==> src/rtl/ifetch_unit.sv <==
// ifetch_unit: instruction fetch front end.
//
// The unit issues word-aligned fetch requests to instruction memory. Returned words go into a
// small instruction buffer, tagged with their PC, and the datapath drains that buffer.
// A request is issued only when buffer space is already reserved for its response. Memory
// responses therefore never need back-pressure.
//
// On a redirect (taken branch/jump), the unit does the following:
//   - the buffer is flushed;
//   - the responses still in flight are counted and dropped as they arrive;
//   - fetch restarts at the new word-aligned address.
//
// Ports:
//   clk, rst_n                  clock and asynchronous active-low reset
//   redirect_valid/redirect_pc  flush and refetch from redirect_pc (bits [1:0] ignored)
//   imem_req_valid/ready/addr   fetch request handshake and word-aligned address
//   imem_resp_valid/data        in-order, never-stalled memory responses
//   instr_valid/ready           buffer head handshake towards the datapath
//   instruction/instr_pc        buffer head word and its address (0 when empty)
module ifetch_unit #(
    parameter logic [63:0] RESET_PC   = 64'h0,
    parameter int unsigned FIFO_DEPTH = 4
) (
    input  logic        clk,
    input  logic        rst_n,
    input  logic        redirect_valid,
    input  logic [63:0] redirect_pc,
    output logic        imem_req_valid,
    input  logic        imem_req_ready,
    output logic [63:0] imem_req_addr,
    input  logic        imem_resp_valid,
    input  logic [31:0] imem_resp_data,
    output logic        instr_valid,
    input  logic        instr_ready,
    output logic [31:0] instruction,
    output logic [63:0] instr_pc
);

    localparam int unsigned PW = (FIFO_DEPTH > 1) ? $clog2(FIFO_DEPTH) : 1;
    localparam int unsigned CW = PW + 1;
    localparam int unsigned OW = CW + 1;
    localparam logic [OW-1:0] DEPTH_W = OW'(FIFO_DEPTH);
    localparam logic [63:0] WORD_MASK = ~64'h3;

    // State
    logic          run_q, run_d;
    logic [63:0]   fetch_pc_q, fetch_pc_d;
    logic [CW-1:0] outstanding_q, outstanding_d;
    logic [CW-1:0] discard_q, discard_d;
    logic [CW-1:0] count_q, count_d;
    logic [PW-1:0] wr_ptr_q, wr_ptr_d;
    logic [PW-1:0] rd_ptr_q, rd_ptr_d;
    logic [PW-1:0] pcq_wr_q, pcq_wr_d;
    logic [PW-1:0] pcq_rd_q, pcq_rd_d;

    // Storage: instruction buffer (word + PC) and the PC-tracking queue of live requests
    logic [31:0] data_mem [FIFO_DEPTH];
    logic [63:0] pc_mem   [FIFO_DEPTH];
    logic [63:0] pcq_mem  [FIFO_DEPTH];

    logic          req_xfer;
    logic          resp_seen;
    logic          resp_drop;
    logic          push;
    logic          pop;
    logic [OW-1:0] occupancy;

    always_comb begin
        occupancy = {1'b0, outstanding_q} + {1'b0, count_q};
        // Issue only while every outstanding response has a reserved buffer slot.
        imem_req_valid = run_q && !redirect_valid && (occupancy < DEPTH_W);
        imem_req_addr  = fetch_pc_q & WORD_MASK;
        req_xfer       = imem_req_valid && imem_req_ready;

        // The guard keeps a stray response from wrapping the counters.
        resp_seen = imem_resp_valid && (outstanding_q != '0);
        // Responses already in flight at a redirect, or arriving in its cycle, are stale.
        resp_drop = resp_seen && (redirect_valid || (discard_q != '0));
        push      = resp_seen && !resp_drop;

        instr_valid = (count_q != '0);
        pop         = instr_valid && instr_ready;
        instruction = instr_valid ? data_mem[rd_ptr_q] : 32'h0;
        instr_pc    = instr_valid ? pc_mem[rd_ptr_q] : 64'h0;
    end

    always_comb begin
        run_d         = 1'b1;
        fetch_pc_d    = fetch_pc_q;
        outstanding_d = outstanding_q + CW'(req_xfer) - CW'(resp_seen);
        discard_d     = discard_q;
        count_d       = count_q;
        wr_ptr_d      = wr_ptr_q;
        rd_ptr_d      = rd_ptr_q;
        pcq_wr_d      = pcq_wr_q;
        pcq_rd_d      = pcq_rd_q;

        if (redirect_valid) begin
            fetch_pc_d = redirect_pc & WORD_MASK;
            // Everything still in flight belongs to the old path.
            discard_d  = outstanding_q - CW'(resp_seen);
            // A pop this cycle was consumed by the datapath; all else is flushed.
            count_d    = '0;
            wr_ptr_d   = '0;
            rd_ptr_d   = '0;
            pcq_wr_d   = '0;
            pcq_rd_d   = '0;
        end else begin
            if (req_xfer) begin
                fetch_pc_d = fetch_pc_q + 64'd4;
                pcq_wr_d   = pcq_wr_q + PW'(1);
            end
            if (resp_drop) begin
                discard_d = discard_q - CW'(1);
            end
            if (push) begin
                wr_ptr_d = wr_ptr_q + PW'(1);
                pcq_rd_d = pcq_rd_q + PW'(1);
            end
            if (pop) begin
                rd_ptr_d = rd_ptr_q + PW'(1);
            end
            count_d = count_q + CW'(push) - CW'(pop);
        end
    end

    always_ff @(posedge clk or negedge rst_n) begin
        if (!rst_n) begin
            run_q         <= 1'b0;
            fetch_pc_q    <= RESET_PC;
            outstanding_q <= '0;
            discard_q     <= '0;
            count_q       <= '0;
            wr_ptr_q      <= '0;
            rd_ptr_q      <= '0;
            pcq_wr_q      <= '0;
            pcq_rd_q      <= '0;
        end else begin
            run_q         <= run_d;
            fetch_pc_q    <= fetch_pc_d;
            outstanding_q <= outstanding_d;
            discard_q     <= discard_d;
            count_q       <= count_d;
            wr_ptr_q      <= wr_ptr_d;
            rd_ptr_q      <= rd_ptr_d;
            pcq_wr_q      <= pcq_wr_d;
            pcq_rd_q      <= pcq_rd_d;
        end
    end

    // Storage arrays need no reset; valid state lives entirely in the counters and pointers.
    always_ff @(posedge clk) begin
        if (req_xfer) begin
            pcq_mem[pcq_wr_q] <= imem_req_addr;
        end
        if (push && !redirect_valid) begin
            data_mem[wr_ptr_q] <= imem_resp_data;
            pc_mem[wr_ptr_q]   <= pcq_mem[pcq_rd_q];
        end
    end

endmodule

==> config.mk <==
export PLATFORM = sky130hd
export DESIGN_NAME = ifetch_unit
export DESIGN_NICKNAME = d
export VERILOG_FILES = /design/src/rtl/ifetch_unit.sv
export SDC_FILE = /design/constraint.sdc
export NUM_CORES = 1
export LEC_CHECK = 0
export ABC_AREA = 1
export ABC_CLOCK_PERIOD_IN_PS = 7000
export CAP_MARGIN = 30
export CORE_UTILIZATION = 25
export CTS_CLUSTER_DIAMETER = 150
export DETAILED_ROUTE_END_ITERATION = 10
export DONT_BUFFER_PORTS = 1
export HOLD_SLACK_MARGIN = 0.06
export PLACE_DENSITY = 0.4
export SYNTH_ARGS = -nofsm -noshare
export SYNTH_HDL_FRONTEND = slang
export SYNTH_SLANG_ARGS = --single-unit
==> constraint.sdc <==
create_clock -name clk -period 7 [get_ports clk]
set_clock_uncertainty 0.1 [all_clocks]
set_input_delay 1.05 -clock clk [delete_from_list [all_inputs] [get_ports clk]]
set_output_delay 1.05 -clock clk [all_outputs]
set_load 0.01 [all_outputs]
==> key figures <==
Run status
  – Status: finished, final reports clean

Timing
  – Slew margin rel.: 37.7%
  – Final worst-path cycle share: 64.4%
  – Setup violators final: 0
  – Worst-Margin Slew: 0.935 ns
  – Fin Setup TNS: 0 ns
  – Final Max Slew Viols: 0
  – Tmin final: 4.51 ns
  – Final hold vios: 0
  – RSZ-0062 raised after global routing: false
  – Highest clock rate: 222 MHz

Finish
  – Proportion of layout cells with a drive suffix above 1: 7.73%
  – Commonest cells after routing, fill and taps aside: edfxtp_1, nor2_1, nand2_1
  – Multi-input logic area: 0.00789 mm2
  – Sequential cell area: 0.0208 mm2
  – Fin nets: 2,771
  – Final Util: 28.9%
  – Antenna diodes: 0
  – Fin cells: 4,253
  – Filler instances: 12,000
  – Commonest non-fill, non-tap cell in the layout: edfxtp_1
  – Design area: 0.0341 mm2
  – Syn-to-layout area delta: 14.7%

Clock tree
  – Clk root buf: clkbuf_16
  – CTS resizes: 0
  – Clk_lat worst skew: 0.66 ns
  – CTS clock-pin slew for the worst setup and hold paths: 0.07 ns
  – Clock Tree Buf Depth: 3
  – H-tree levels: 3
  – CTS tree: done
  – CTS buffer count: 83
  – Setup Buffers After CTS: 0
  – Sink Count: 704

Synth
  – Ys Warns: 0
  – Post-synth EDFFs: 624
  – Yosys reg bits: 704
  – Post-synthesis cell area: 0.0297 mm2
  – Seq/Total Area, Yosys: 69.9%
  – Async set-or-reset flop fraction in the synthesized netlist: 11.4%
  – Library cells used by synthesis: 37
  – Post-synthesis cell count: 2,669
  – Ys flop type: edfxtp_1
  – Syn Area/Cell: 11.1 um2

Floorplanning
  – Core area: 0.118 mm2
  – Initial Util: 25.2%
  – Cell row count: 126
  – Die Y: 347 um
  – Die Wd: 347 um
  – I/O pin count: 264
  – Die ar.: 0.120 mm2

Job
  – MaxCap Viol Count: 0

Power and ir drop
  – VDD IR-drop max: 165 uV
  – Pwr dens: 352 mW/mm2
  – Leak: 11.8 nW
  – Design Power: 12.0 mW

Placed design
  – Final RePlAce weighted congestion: 0.821
  – Dpl hpwl: 55,900 um
  – Post-placement cell area: 0.0314 mm2
  – Dpl cells: 4,097
  – Count of input and output buffers: 0

Detailed routing
  – Violation count after the first detailed-routing iteration: 1,178
  – WL per Instance: 21.0 um
  – DRC Markers: 0
  – First drt pass iteration count: 5
  – Post-route ant nets: 0
  – Vias: 19,100
  – Vias per cell: 4.49
  – Final WL: 89,500 um

Worst setup path
  – Req. time, crit path: 5.85 ns
  – Worst Path Buf+Inv: 2
  – Critical path class: reg -> out
  – Slowest CP cell: dfrtp_4
  – Crit-path leading delay family: buffers and inverters
  – Cell Chain, Critical Path: inv_4, buf_4, o21ai_0, a21oi_1
  – Startpoint class of the critical path: register
  – Crit path max fanout: 74
  – Crit end category: output port
  – Max incr delay on CP: 0.71 ns
  – CP arrival: 3.36 ns

Global routing
  – Vias in the first global route: 18,900
  – Grt total ovfl: 0
  – Largest net degree at the start of global routing: 95
  – Antenna violations before repair: 2
  – Total Routing Usage GR: 14.7%
  – First-pass GRT wire length: 129,000 um

Min path
  – Min-Delay Path Class: in -> async
## area by class of cell
| type | count | share of cell area [%] |
|---|---|---|
| clock inverters | 58 | 1.33 |
| clock buffers | 96 | 6.46 |
| repair buffers | 31 | 1.01 |
| well taps | 1536 | 5.64 |
| inverters | 133 | 1.49 |
| multi-input cells | 1695 | 23.2 |
| flip-flops and latches | 704 | 60.9 |
## state kept, by name (all words and copies together) (netlist names), 3 cells and up
signal / flops
pc_mem: 248
fetch_pc_q: 62
pcq_mem: 248
count_q: 3
data_mem: 128
outstanding_q: 3
discard_q: 3
## per-stage QoR
step	hold WS (ns)	setup slack, ns
after global placement	0.429	2.37
final	0.170	2.49
after detailed placement	0.432	2.40
after CTS	0.180	2.29
after global routing	0.205	2.12
after floorplan	0.400	0.761
## synthesized netlist by cell type (all sizes together) (5+ instances only)
cell    instances  area [um2]
xor2           20         175
edfxtp        624       18700
buf            70         368
ha             19         238
o22ai          62         388
nand4           8        50.1
nand3          90         450
o21bai         13        97.6
a21oi         100         500
o21ai         355        1780
clkbuf         70         263
inv           128         480
clkinv          5        21.3
xnor2          11        96.3
dfrtp          80        2000
o211ai         12         120
nor2          637        2450
nand2         356        1390
## final timing paths
check / from / endpoint / slack (ns) / cells after the start
min reg2reg: outstanding_q[0]$_DFF_PN0_ / outstanding_q[0]$_DFF_PN0_ / 0.44 / 1
max: rd_ptr_q[0]$_DFFE_PN0P_ / instr_pc[17] / 2.49 / 4
min in group clk: imem_resp_data[31] / data_mem[2][31]$_DFFE_PP_ / 0.39 / 0
max in group asynchronous: rst_n / rd_ptr_q[1]$_DFFE_PN0P_ / 6.15 / 1
min: rst_n / fetch_pc_q[51]$_DFFE_PN0P_ / 0.17 / 1
max reg2reg: outstanding_q[2]$_DFF_PN0_ / pcq_mem[3][42]$_DFFE_PP_ / 3.29 / 7
## cell families after synthesis
group                    Yosys count  synth area share (%)
XOR/XNOR                          31                 0.914
AND/OR/NAND/NOR                 1093                  14.7
other                              2                0.0253
buffers and inverters            273                  3.81
flip-flops                       704                  69.9
AO/OA/AOI/OAI                    545                  9.79
adder cells (fa/ha/maj)           21                 0.936
## metal layers
metal  global-route usage [%]  routed length (um)  vias to the layer above
li1                         -                   -                     9195
met1                     18.4               39000                     9398
met2                     25.0               43500                      406
met3                     3.21                5120                      108
met4                     4.45                1830                        4
met5                        0                  31                        -
## where the power goes
part | total, mW | switching, mW | internal [mW]
logic | 2.39 | 1.85 | 0.535
clock network | 4.16 | 1.75 | 2.41
registers | 5.44 | 0.445 | 4.99
## worst reg2reg max path, cell delays in order (launching register included)
cell and delay, ns:
dfrtp_1 0.44, ha_1 0.31, nor2_1 0.09, nand2_1 0.09, nor3_4 0.32, nand2_4 0.54
nor2_4 0.64, buf_4 0.70
## timing repair
action                                 CTS  global route
hold buffers                             1             0
setup endpoints to repair                0             0
endpoints found under the hold margin   80             0
No activity file was read; power rests on OpenSTA's default activity.
